### config.mk
export PLATFORM = sky130hd
export DESIGN_NAME = ul_div30_arb
export DESIGN_NICKNAME = d
export VERILOG_FILES = /design/src/rtl/ul_div30_arb_pkg.sv /design/src/rtl/ul_div30_arb_div.sv /design/src/rtl/ul_div30_arb.sv
export SDC_FILE = /design/constraint.sdc
export NUM_CORES = 1
export LEC_CHECK = 0
export ABC_CLOCK_PERIOD_IN_PS = 21900
export CAP_MARGIN = 20
export CORE_MARGIN = 2
export CORE_UTILIZATION = 45
export CTS_BUF_LIST = sky130_fd_sc_hd__clkbuf_16
export CTS_CLUSTER_DIAMETER = 200
export DETAILED_ROUTE_END_ITERATION = 12
export PLACE_DENSITY = 0.84
export SYNTH_ARGS = -nofsm -noshare
export SYNTH_HDL_FRONTEND = slang
export SYNTH_HIERARCHICAL = 1
export SYNTH_SLANG_ARGS = --single-unit
### constraint.sdc
create_clock -name clk -period 21.9 [get_ports clk]
set_input_delay 2.19 -clock clk [delete_from_list [all_inputs] [get_ports clk]]
set_output_delay 2.19 -clock clk [all_outputs]
set_load 0.005 [all_outputs]
### src/rtl/ul_div30_arb_pkg.sv
// Shared UL constants for the divide/modulo-by-30 datapath.
package ul_div30_arb_pkg;

   localparam int unsigned DIV30_A_W     = 15;
   localparam int unsigned DIV30_Q_W     = 11;
   localparam int unsigned DIV30_R_W     = 5;
   localparam int unsigned DIV30_DIVISOR = 30;

endpackage : ul_div30_arb_pkg

### src/rtl/ul_div30_arb_div.sv
// Combinational divide/modulo by 30 of an unsigned operand.
module ul_div_mod30
   import ul_div30_arb_pkg::*;
(
   input  logic [DIV30_A_W-1:0] a,
   output logic [DIV30_Q_W-1:0] d,
   output logic [DIV30_R_W-1:0] m
);

   // Constant divisor; 32767/30 = 1092 fits in 11 bits, remainder < 30 in 5 bits.
   always_comb begin
      d = DIV30_Q_W'(32'(a) / DIV30_DIVISOR);
      m = DIV30_R_W'(32'(a) % DIV30_DIVISOR);
   end

endmodule : ul_div_mod30

### src/rtl/ul_div30_arb.sv
// Round-robin arbiter sharing one divide/modulo-by-30 datapath among requesters.
module ul_div30_arb
   import ul_div30_arb_pkg::*;
#(
   parameter int unsigned NUM_REQ = 4,
   parameter int unsigned ID_W    = 2
)(
   input  logic                           clk,
   input  logic                           rst,
   input  logic [NUM_REQ-1:0]             req_vld,
   input  logic [DIV30_A_W*NUM_REQ-1:0]   req_a,
   output logic [NUM_REQ-1:0]             req_rdy,
   output logic                           rsp_vld,
   input  logic                           rsp_rdy,
   output logic [ID_W-1:0]                rsp_id,
   output logic [DIV30_Q_W-1:0]           rsp_d,
   output logic [DIV30_R_W-1:0]           rsp_m,
   output logic                           busy
);

   localparam int unsigned SUM_W = ID_W + 1;

   logic [ID_W-1:0]        rr_ptr;
   logic                   slot_free;
   logic [2*NUM_REQ-1:0]   vld_dbl;
   logic [NUM_REQ-1:0]     vld_rot;
   logic                   found;
   logic [SUM_W-1:0]       off;
   logic [SUM_W-1:0]       sum;
   logic [ID_W-1:0]        gnt_idx;
   logic [SUM_W-1:0]       nxt_sum;
   logic [ID_W-1:0]        nxt_ptr;
   logic [DIV30_A_W-1:0]   sel_a;
   logic [DIV30_Q_W-1:0]   div_d;
   logic [DIV30_R_W-1:0]   div_m;

   assign slot_free = !rsp_vld || rsp_rdy;
   assign busy      = rsp_vld || (|req_vld);

   // Circular priority search starting at rr_ptr, done on a rotated request vector.
   always_comb begin
      found   = 1'b0;
      off     = '0;
      vld_dbl = {req_vld, req_vld};
      vld_rot = NUM_REQ'(vld_dbl >> rr_ptr);
      for (int k = NUM_REQ - 1; k >= 0; k--) begin
         if (vld_rot[k]) begin
            found = 1'b1;
            off   = SUM_W'(k);
         end
      end
      sum = SUM_W'(rr_ptr) + off;
      if (sum >= SUM_W'(NUM_REQ))
         sum = sum - SUM_W'(NUM_REQ);
      gnt_idx = ID_W'(sum);
      nxt_sum = SUM_W'(gnt_idx) + SUM_W'(1);
      if (nxt_sum >= SUM_W'(NUM_REQ))
         nxt_sum = '0;
      nxt_ptr = ID_W'(nxt_sum);
      req_rdy = (found && slot_free) ? (NUM_REQ'(1) << gnt_idx) : '0;
   end

   // One-hot AND-OR operand mux feeding the divider.
   always_comb begin
      sel_a = '0;
      for (int i = 0; i < NUM_REQ; i++) begin
         if (req_rdy[i])
            sel_a = sel_a | req_a[i*DIV30_A_W +: DIV30_A_W];
      end
   end

   ul_div_mod30 u_div (
      .a (sel_a),
      .d (div_d),
      .m (div_m)
   );

   // Output stage and round-robin pointer; a grant implies an accept.
   always_ff @(posedge clk or posedge rst) begin
      if (rst) begin
         rsp_vld <= 1'b0;
         rsp_id  <= '0;
         rsp_d   <= '0;
         rsp_m   <= '0;
         rr_ptr  <= '0;
      end else if (|req_rdy) begin
         rsp_vld <= 1'b1;
         rsp_id  <= gnt_idx;
         rsp_d   <= div_d;
         rsp_m   <= div_m;
         rr_ptr  <= nxt_ptr;
      end else if (rsp_rdy) begin
         rsp_vld <= 1'b0;
      end
   end

endmodule : ul_div30_arb
Yosys cells after proc, flatten, opt, wreduce, memory -nomap -nowiden

Cells that the tools add are included.

$add $sub $neg: 3
Multiply operators: 0
Divide/modulo/power cells: 2
Magnitude comparators: 2
Equality and inequality tests: 0
Shifts and indexed selects: 2
Muxes and demuxes: 17
Bitwise logic cells: 3
Reduce and logical (&&, ||, !) cells: 7

Operator list:

| cell                                                   | count |
|---|---|
| two-way mux 15 bit                                     | 4 |
| bitwise OR 15 bit                                      | 3 |
| divider 15 x 5 -> 32 bit, second input constant        | 1 |
| remainder unit 15 x 5 -> 32 bit, second input constant | 1 |
| two-way mux 3 bit                                      | 3 |
| OR reduction 4 bit                                     | 2 |
| >> shifter 8 x 2 -> 4 bit                              | 1 |
| >= comparator 3 bit, second input constant             | 2 |
| two-way mux 1 bit                                      | 6 |
| two-way mux 2 bit                                      | 3 |
| two-way mux 4 bit                                      | 1 |
| << shifter 1 x 2 -> 4 bit, first input constant        | 1 |
| adder 2 x 1 -> 3 bit, second input constant            | 1 |
| adder 2 x 3 -> 3 bit                                   | 1 |
| logical OR 1 bit                                       | 2 |
| nonzero test 2 bit                                     | 1 |
| subtractor 2 x 1 -> 2 bit, second input constant       | 1 |
| logical AND 1 bit                                      | 1 |
| logical NOT 1 bit                                      | 1 |

Register bits: 21
Latch bits: 0
RAM bits: 0
Bits in read-only memories: 0
Output and inout bits: 24
Logic and storage cells: 41
Memories: 0

Logic depth before layout (Yosys ltp)

Gate-level depths: netlist (run 1).

Depth in word-level cells: 18
Mapped depth: 43
Mapped depth without buffers: 36

Cells and area by module

Netlist (run 1), hierarchy kept.

Modules (own cells, without submodules):

| module       | instances | cells each | area an instance (sq um) | seq. area each (sq um) |
|---|---|---|---|---|
| ul_div_mod30 | 1         | 288        | 1964.4                   | 0.0 |
| ul_div30_arb | 1         | 152        | 1547.7                   | 525.5 |

Worst setup path after synthesis (run 1)

Ideal clock, no wire load.

Path type: input-to-reg
Start: input req_vld[0]
End: register rsp_m[3]
Library setup time: 125 ps
Data arrival time: 10273 ps
Path slack: 11502 ps
Stages on the path: 40
Cells stage by stage: buf_6 o21a_1 a221oi_1 o21ai_0 ha_1 xor2_1 or4_4 nand2_1 ha_1 clkbuf_1 clkbuf_1 a22oi_1 a21oi_1 buf_2 and3_1 ha_1 buf_2 nand2_1 (+4 left out) or3_1 o2111a_1 buf_6 a31oi_4 nor3_4 or4_4 o31ai_4 o21ai_2 o211ai_1 a21oi_1 or2_1 a31o_2 o21bai_1 ha_1 inv_1 o31a_1 xor3_1 mux2_2

Longest elaborated chain between the ends: 18
Elaborated cells on any way between the ends: 25
Those cells by class: add/sub (2); div (1); order compare (1); shift (2); mux (14); bitwise (3); reduce/logical (2)

Ends and longest elaborated chain:

| element                                                                 | RTL line                               | text |
|---|---|---|
| from (decl)                                                             | ul_div30_arb.sv:10                     | `input logic [NUM_REQ-1:0] req_vld,` |
| >> shifter 8 x 2 -> 4 bit *                                             | ul_div30_arb.sv:45                     | `vld_rot = NUM_REQ'(vld_dbl >> rr_ptr);` |
| two-way mux 2 bit                                                       | ul_div30_arb.sv:47                     | `if (vld_rot[k]) begin` |
| two-way mux 3 bit (3 in a row)                                          | ul_div30_arb.sv:47                     |  |
| adder 2 x 3 -> 3 bit                                                    | ul_div30_arb.sv:52                     | `sum = SUM_W'(rr_ptr) + off;` |
| >= comparator 3 bit / subtractor 2 x 1 -> 2 bit (equally long branches) | ul_div30_arb.sv:53, ul_div30_arb.sv:54 |  |
| two-way mux 2 bit                                                       | ul_div30_arb.sv:53                     | `if (sum >= SUM_W'(NUM_REQ))` |
| << shifter 1 x 2 -> 4 bit                                               | ul_div30_arb.sv:60                     | `req_rdy = (found && slot_free) ? (NUM_REQ'(1) << gnt_idx) : '0;` |
| two-way mux 4 bit *                                                     | ul_div30_arb.sv:60                     |  |
| (+2 left out)                                                           | --                                     |  |
| two-way mux 15 bit                                                      | ul_div30_arb.sv:67                     | `if (req_rdy[i])` |
| bitwise OR 15 bit                                                       | ul_div30_arb.sv:68                     | `sel_a = sel_a \| req_a[i*DIV30_A_W +: DIV30_A_W];` |
| two-way mux 15 bit                                                      | ul_div30_arb.sv:67                     |  |
| bitwise OR 15 bit                                                       | ul_div30_arb.sv:68                     |  |
| two-way mux 15 bit *                                                    | ul_div30_arb.sv:67                     |  |
| via sel_a[13]                                                           | ul_div30_arb.sv:33                     | `logic [DIV30_A_W-1:0] sel_a;` |
| remainder unit 15 x 5 -> 32 bit *                                       | ul_div30_arb_div.sv:13                 | `m = DIV30_R_W'(32'(a) % DIV30_DIVISOR);` |
| via div_m[3]                                                            | ul_div30_arb.sv:35                     | `logic [DIV30_R_W-1:0] div_m;` |
| to (signal assigned)                                                    | ul_div30_arb.sv:90                     | `rsp_m <= div_m;` |
| to (decl)                                                               | ul_div30_arb.sv:17                     | `output logic [DIV30_R_W-1:0] rsp_m,` |

The timed path passes the listed nets; every way through them passes the cells marked *.
A chain may end at the register's enable or synchronous reset.

Worst setup path after layout (run 1)

Start: input req_vld[3]
End: register rsp_m[3]

The elaborated chain is that of the path after synthesis.

==> results_dict.tcl, run 1 <==
set metrics [dict create \
    fin_skew_ps 2.46 \
    first_pass_iters 5 \
    routedWlPerCell_um 18.3 \
    final_cell_mix "90 x clkdlybuf4s50_1, 37 x a21oi_1, 31 x a22oi_1" \
    cp-start-kind "input port" \
    layout.cells.most_common "clkdlybuf4s50_1" \
    cts-buffers-inserted 3 \
    area.growth.synth_to_final_pct 28.7 \
    grt_pass1_vias 3862 \
    critical-path-top-delay-family "compound AO/OA/AOI/OAI gates" \
    cts_root_buffer "clkbuf_16" \
    synth_top_family_by_area "compound AO/OA/AOI/OAI gates" \
    max_cap_viol_count 0 \
    dp_cells 607 \
    synthAdderAreaFrac_pct 3.42 \
    synth-compound-area-share_pct 38.7 \
    synth-xor-area-share_pct 1.92 \
    htreeDepth 1 \
    postCtsHoldBufs 0 \
    ios 91 \
    status "completed" \
    syn_avg_cell_area_um2 7.98 \
    crit_arrival_ps 12110 \
    clkLatencyLatePin_ps 270 \
    port_buffers 90 \
    cts_setup_buffers 0 \
    synth_edf_count 0 \
    dp_hpwl_um 8370 \
    ys_warn_count 6 \
    synth-seq-area-share_pct 15.0 \
    via_per_inst 6.50 \
    period_minus_slack_ps 11950 \
    antennaDiodeCount 0 \
    vias 3981 \
    grt_pass1_wl_um 18200 \
    fin_cells 612 \
    synthFlopType "dfrtp_1" \
    crit_top_cell "ha_1" \
    path_buf_inv 4 \
    cts_tree "yes" \
    maxSlewViolCount 0 \
    grt_usage_pct 25.7 \
    die_h_um 92.3 \
    cp_max_fo 17 \
    max_slew_margin_pct 32.5 \
    syn_area_um2 3510 \
    antenna_found_initial 0 \
    hold_class "flip-flop to flip-flop" \
    clk_pin_slew_ps 80 \
    cts_buffer_depth 2 \
    dieArea_um2 8530 \
    critical-path-max-stage-delay_ps 740 \
    nNetsFinal 585 \
    synthCells 440 \
    end_kind "flip-flop" \
    crit_required_ps 22060 \
    design.core.area_um2 7650 \
    worstSetupPathType "input port to flip-flop" \
    overflow 0 \
    wirelength_um 11200 \
    fp-row-count 32 \
    grt_max_degree 22 \
    crit_slowest_cell "a21oi_1" \
    cts_sinks 21 \
    muxShareOfSynthArea_pct 10.1 \
    synth_cell_types 91 \
    async_reset_ff_share_pct 100 \
    finalCritPeriodShare_pct 54.5 \
    syn-num-nets 514 \
    die_w_um 92.3 \
    drive_gt1_share_pct 14.7 \
    finalHoldViolCount 0 \
    start_util_pct 45.9 \
    grt_setup_unrepaired "no" \
    max_freq_mhz 83.7 \
    cts_resized 0 \
    worst_pin_slew_ps 1010 \
    synth-simple-area-share_pct 23.6 \
    gp_congestion 1.00 \
    setup_tns_ps 0 \
    synth-seq-cells 21 \
    postRouteAntennaNets 0 \
    drt_iter0_drc 377 \
    timing.final.setup_violations 0 \
    drc_errors 0 \
]
final cells by class:
cell class | instances | area, um^2
Fill cell | 655 | 3130
Tap cell | 102 | 128
Clock inverter | 1 | 7.51
Timing Repair Buffer | 96 | 966
Sequential cell | 21 | 526
Multi-Input combinational cell | 366 | 2730
Inverter | 23 | 86.3
Clock buffer | 3 | 75.1
final timing paths:
check	slack, ps	depth (start not counted)	startpoint	end
setup / recovery	9950	37	req_vld[3]	rsp_m[3]$_DFFE_PP0P_
max in group asynchronous	19210	3	rst	rsp_d[10]$_DFFE_PP0P_
setup reg to reg	12040	36	rr_ptr[0]$_DFFE_PP0P_	rsp_m[3]$_DFFE_PP0P_
hold / removal	510	1	rsp_d[2]$_DFFE_PP0P_	rsp_d[2]$_DFFE_PP0P_
min in group asynchronous	2240	2	rst	rsp_vld$_DFFE_PP0P_
hold reg to reg	510	1	rsp_d[2]$_DFFE_PP0P_	rsp_d[2]$_DFFE_PP0P_
per-stage QoR:
stage | utilization [%] | setup WS, ps | hold slack [ps] | cell area, um^2
after global routing | 59.1 | 9270 | 533 | 4520
after global placement | 57.7 | 10110 | 494 | 4410
after detailed placement | 57.7 | 9850 | 492 | 4410
after floorplan | - | 11500 | 505 | 3510
final | 59.1 | 9950 | 513 | 4520
after CTS | 58.7 | 10100 | 515 | 4490
worst reg2reg max path: cells and delay by family, from the launching register on:
kind,cells,cell delay [ps]
compound gates,16,4190
xor+xnor,2,500
fa+ha+maj,4,1110
buf+inv,3,210
flops,1,530
mux,3,1200
simple gates,8,2040
kinds of logic after synthesis:
logic type               after synthesis
multiplexers                          26
AND/OR/NAND/NOR                      143
XOR/XNOR                               6
flip-flops                            21
AO/OA/AOI/OAI                        181
adder cells (fa/ha/maj)               10
buffers and inverters                 53
synthesized netlist by cell type, types with 4 or more instances:
cell      number  share of area, %
nor3_1         6              0.86
o21a_1         6               1.3
nand2b_1       7               1.2
mux2_4        16               6.8
and2_1         6               1.1
and3_1         5              0.89
ha_1           7               2.5
or2_1          4              0.71
o21ai_1        6              0.86
nor2_1        30               3.2
nand2_1       30               3.2
xor2_1         4               1.0
a21o_1         4              0.86
nand4_1        4              0.71
buf_4          5               1.1
nor3_2         4               1.1
nand3_1       10               1.4
o22ai_1        4              0.71
o211ai_1       9               1.9
o21ai_0       17               2.4
a22oi_1       31               6.6
nor2b_1        6               1.1
buf_6          4               1.3
a21oi_1       37               5.3
inv_1         22               2.4
or3_1          5              0.89
a31oi_1        4              0.71
clkbuf_1      15               1.6
o31ai_1        4              0.86
dfrtp_1       21                15
a211oi_1       5               1.1
buf_2          6              0.86
o31a_1         4               1.0
mux2_2         5               1.6
metal layers:
layer	GRT usage [%]	part of all wire, %
met4	7.96	2.9
met2	43.2	47
met3	3.66	8.7
met1	34.2	41
met5	0	0
registers in the layout (all words and copies together) (netlist names):
register / count
rsp_m: 5
rsp_vld: 1
rr_ptr: 2
rsp_d: 11
rsp_id: 2
Power of run 1 is not shown: default switching activity piles up to over one toggle a cycle in this logic, so the estimate is an artifact.
==> run 2: changes to the inputs <==
Settings changed: ABC_CLOCK_PERIOD_IN_PS 21900 to 11500.
Clock period 21.9 ns to 11.5 ns, I/O delays scaled along.
==> results_dict.tcl, run 2 (synthesis gave the netlist of run 1 again) <==
set metrics [dict create \
    status "completed" \
    ios 91 \
    via_per_inst 6.27 \
    setup_tns_ps 0 \
    reg2reg_slack_ps 1970 \
    period_minus_slack_ps 10550 \
    regMostFlops "rsp_d" \
    cts_root_buffer "clkbuf_16" \
    cts_sinks 21 \
    top_regs "rsp_d x11, rsp_m x5" \
    whs_ps 510 \
    die_h_um 92.3 \
    max_freq_mhz 94.8 \
    finalHoldViolCount 0 \
    crit_required_ps 11650 \
    drive_gt1_share_pct 14.9 \
    largest_reg_flops 11 \
    cts_buffer_depth 2 \
    clkLatencyLatePin_ps 260 \
    max_cap_viol_count 0 \
    cp-start-kind "input port" \
    wirelength_um 11200 \
    routedWlPerCell_um 18.3 \
    postCtsHoldBufs 0 \
    cp_max_fo 17 \
    critical-path-max-stage-delay_ps 660 \
    overflow 0 \
    layout.cells.most_common "clkdlybuf4s50_1" \
    fin_skew_ps 2.32 \
    hold_depth 1 \
    cts_setup_buffers 0 \
    cts_tree "yes" \
    htreeDepth 1 \
    grt_pass1_vias 3705 \
    area.growth.synth_to_final_pct 28.3 \
    die_w_um 92.3 \
    grt_usage_pct 26.2 \
    timing.final.ws_setup_ps 949 \
    rr_startpoint "rr_ptr[0]$_DFFE_PP0P_" \
    crit_arrival_ps 10700 \
    max_slew_margin_pct 35.4 \
    worst_pin_slew_ps 968 \
    end_kind "flip-flop" \
    crit_top_cell "ha_1" \
    ff2ff_path_depth 35 \
    worstSetupPathType "input port to flip-flop" \
    maxSlewViolCount 0 \
    vias 3843 \
    first_pass_iters 7 \
    cts-buffers-inserted 3 \
    port_buffers 90 \
    design.core.area_um2 7650 \
    grt_pass1_wl_um 18200 \
    timing.final.setup_violations 0 \
    nFillCells 661 \
    start_util_pct 45.9 \
    drc_errors 0 \
    final_cell_mix "90 x clkdlybuf4s50_1, 37 x a21oi_1, 31 x a22oi_1" \
    antennaDiodeCount 0 \
    critical-path-top-delay-family "compound AO/OA/AOI/OAI gates" \
    postRouteAntennaNets 0 \
    cts_resized 0 \
    crit_slowest_cell "clkdlybuf4s50_1" \
    drt_iter0_drc 334 \
    hold_class "flip-flop to flip-flop" \
    antenna_found_initial 0 \
    min_from "rsp_d[10]$_DFFE_PP0P_" \
    finalInstanceArea_um2 4510 \
    gp_congestion 0.981 \
    dp_hpwl_um 8780 \
    finalCritPeriodShare_pct 91.8 \
    nNetsFinal 586 \
    r2r-end "rsp_m[3]$_DFFE_PP0P_" \
    dpl-instance-area_um2 4420 \
    grt_setup_unrepaired "no" \
    grt_max_degree 22 \
    min_to "rsp_d[10]$_DFFE_PP0P_" \
    dieArea_um2 8530 \
    path_buf_inv 3 \
    dp_slack_ps 866 \
    clk_pin_slew_ps 60 \
    fp-row-count 32 \
]
[run 2: worst max-delay path by stage]
stage / cells past startpoint / slack, ps / from / end
6_report: 36 / 950 / req_vld[3] / rsp_m[3]$_DFFE_PP0P_
5_1_grt: 34 / 190 / req_vld[3] / rsp_m[3]$_DFFE_PP0P_
4_1_cts: 34 / 1080 / req_vld[3] / rsp_m[3]$_DFFE_PP0P_
3_5_place_dp: 34 / 870 / req_vld[3] / rsp_m[3]$_DFFE_PP0P_
3_3_place_gp: 34 / 1120 / req_vld[3] / rsp_m[3]$_DFFE_PP0P_
2_1_floorplan: 40 / 2140 / req_vld[0] / rsp_m[3]$_DFFE_PP0P_
[run 2: worst reg2reg max path, delay by kind of cell, from the launching register on]
family,cells,cell delay (ps)
adder cells (fa/ha/maj),4,1120
AO/OA/AOI/OAI,18,4500
multiplexers,2,770
buffers and inverters,2,160
XOR/XNOR,2,500
flip-flops,1,530
AND/OR/NAND/NOR,7,1840
[run 2: per-stage QoR]
| stage | util (%) | instances |
|---|---|---|
| after floorplan | - | 440 |
| after global placement | 57.9 | 609 |
| after detailed placement | 57.9 | 609 |
| after CTS | 58.9 | 613 |
| after global routing | 58.9 | 613 |
| final | 58.9 | 613 |
[run 2: final cells by class]
cell class                 count  area, um^2  area share (%)
sequential                    21         526            11.7
multi-input combinational    366        2730            60.6
tap                          102         128            2.83
clock buffer                   3        75.1            1.67
inverter                      23        86.3            1.92
clock inverter                 1        7.51           0.167
timing repair buffer          97         953            21.2
[run 2: metal layers]
layer / GRT usage, % / vias to the layer above / part of all wire, %
met5: 0 / - / 0
met4: 5.72 / 0 / 1.8
met3: 4.48 / 22 / 6.6
met2: 45.0 / 171 / 48
met1: 34.4 / 1802 / 43
li1: - / 1848 / -
Power of run 2 is left out for the same reason.
==> RTL edit (config.mk and constraints of run 2) <==
Change the package constant `DIV30_DIVISOR` from 30 to 15.
--- a/src/rtl/ul_div30_arb_pkg.sv
+++ b/src/rtl/ul_div30_arb_pkg.sv
@@ -6,3 +6,3 @@
    localparam int unsigned DIV30_R_W     = 5;
-   localparam int unsigned DIV30_DIVISOR = 30;
+   localparam int unsigned DIV30_DIVISOR = 15;
 
Function: changed (a bounded check fails within 4 cycles, from zero or initial values and one cycle with rst high).
==> RTL edit against run 2 <==
Critical endpoint is now rsp_m[1]; register-to-register slack got worse by 500 ps; final area grew 11%; area after synthesis rose by 7.8%; core utilization rose by 2.1 points; sequential cell count stayed put; count of clock-buffer cells in the layout did not move; worst setup slack lost 390 ps; routed wire length is 9.2% higher; clock skew is 1.8 ps higher.
Power is not shown: default switching activity piles up to over one toggle a cycle in this logic, so the estimate is an artifact.
==> RTL edit: results <==
<?xml version="1.0" encoding="UTF-8"?>
<metrics>
  <group name="run_status">
    <metric name="status" unit="">complete, no violations</metric>
  </group>
  <group name="global_routing">
    <metric name="first_global_vias" unit="">3940</metric>
    <metric name="grtUsageTotal" unit="%">24.8</metric>
    <metric name="grt_start_max_net_pins" unit="">25</metric>
    <metric name="grt_pass1_wl" unit="um">18400</metric>
  </group>
  <group name="setup_path">
    <metric name="max_incr_delay_on_cp" unit="ps">590</metric>
    <metric name="timing.reg2reg.setup_slack" unit="ps">1470</metric>
    <metric name="critPathArrivalTime" unit="ps">11090</metric>
    <metric name="crit_path_max_fanout" unit="">9</metric>
    <metric name="critPathSlowestCell" unit="">sky130_fd_sc_hd__or4_4</metric>
    <metric name="critPathLaunch" unit="">req_vld[2]</metric>
  </group>
  <group name="final_layout">
    <metric name="finalNetCount" unit="">642</metric>
    <metric name="post_route_cells_drive_above_1_share" unit="%">18.6</metric>
    <metric name="insertedDiodeCount" unit="">0</metric>
  </group>
  <group name="logic_synthesis">
    <metric name="post_synth_fa_ha_maj_area_fraction" unit="%">3.44</metric>
    <metric name="count_of_warnings_emitted_by_yosys" unit="">6</metric>
    <metric name="synth_compound_area_share" unit="%">37.7</metric>
    <metric name="synth_seq_area_share" unit="%">13.9</metric>
    <metric name="syn_inst" unit="">480</metric>
    <metric name="list_of_most_frequent_post_synthesis_cells" unit="">44 x sky130_fd_sc_hd__a21oi_1, 33 x sky130_fd_sc_hd__nor2_1, 30 x sky130_fd_sc_hd__a22oi_1</metric>
    <metric name="netlist_top_cells_area" unit="">sky130_fd_sc_hd__dfrtp_1 14%, sky130_fd_sc_hd__mux2_4 6.7%, sky130_fd_sc_hd__a22oi_1 6.0%</metric>
    <metric name="async_flop_share" unit="%">100</metric>
    <metric name="xor_xnor_portion_of_the_synthesized_cell_area" unit="%">3.47</metric>
    <metric name="yosys-mux-area-fraction" unit="%">8.73</metric>
  </group>
  <group name="routing">
    <metric name="initial_drc_count" unit="">397</metric>
    <metric name="first_pass_iteration_count_of_the_detailed_router" unit="">5</metric>
    <metric name="vias" unit="">4259</metric>
    <metric name="routed_wl" unit="um">12200</metric>
    <metric name="routed_via_density" unit="">6.35</metric>
  </group>
  <group name="cts">
    <metric name="clockRootBuffer" unit="">sky130_fd_sc_hd__clkbuf_16</metric>
  </group>
  <group name="sta">
    <metric name="worst_hold_slack" unit="ps">514</metric>
    <metric name="final_clock_skew" unit="ps">4.14</metric>
    <metric name="layout_worst_path_cycle_share" unit="%">95.2</metric>
  </group>
  <group name="placement">
    <metric name="detailed_placer_s_ending_hpwl" unit="um">9280</metric>
    <metric name="pre_cts_slack" unit="ps">-103</metric>
  </group>
  <group name="min_path">
    <metric name="holdCritStartpoint" unit="">rsp_d[1]</metric>
  </group>
</metrics>
==> RTL edit: changes by cell type after synthesis, sizes merged, moves of 4 or more <==
cell and delta:
xnor2 +6, nand3 +5, o21a +5, a21oi +9, o211ai -5, nand4b +4
a21o +5, xor2 +4, o21ai -8, buf +7
==> RTL edit: path summary, 6_finish.rpt <==
check / end / cells past startpoint
min in group asynchronous: rsp_d[7] / 2
hold reg to reg: rsp_d[1] / 1
setup / recovery: rsp_m[1] / 43
setup reg to reg: rsp_m[1] / 43
max in group asynchronous: rr_ptr[0] / 2
hold / removal: rsp_d[1] / 1
==> RTL edit: metrics by stage <==
stage,utilization [%],area (um2)
after floorplan,-,3780
after global placement,58.9,4820
after detailed placement,58.9,4820
after CTS,59.9,4900
after global routing,61.0,4990
final,61.0,4990
==> RTL edit: area by class of cell <==
cell class / instances / area share, %
Clock inverter: 1 / 0.100
Sequential cell: 21 / 10.5
Multi-Input combinational cell: 400 / 60.9
Inverter: 20 / 1.51
Tap cell: 105 / 2.63
Timing Repair Buffer: 121 / 22.8
Clock buffer: 3 / 1.51
==> RTL edit: kinds of logic after synthesis <==
kind of cell             Yosys count
multiplexers                      24
flip-flops                        21
XOR/XNOR                          15
adder cells (fa/ha/maj)           11
buffers and inverters             59
AO/OA/AOI/OAI                    189
AND/OR/NAND/NOR                  161
==> RTL edit: metal layers <==
metal  part of all wire (%)  vias up  wire [um]  GRT usage [%]
met2                     49      203       5950           44.2
li1                       -     2015          -              -
met3                    7.9       22        970           4.23
met1                     42     2019       5140           30.7
met5                      0        -          0              0
met4                    1.5        0        182           6.79
==> RTL edit: repair_timing <==
action | 4_1_cts | 5_1_grt
setup endpoints to repair | 0 | 5
resized for setup | 0 | 16
buffers inserted | 0 | 2
==> RTL edit: critical path: cells and delay by family <==
kind	cells	cell delay [ps]
AOI/OAI and AO/OA	16	3670
xor gates and xnor gates	3	490
adders and majority gates	5	1180
buffers and inverters	3	670
muxes	2	560
and+or+nand+nor	14	3370
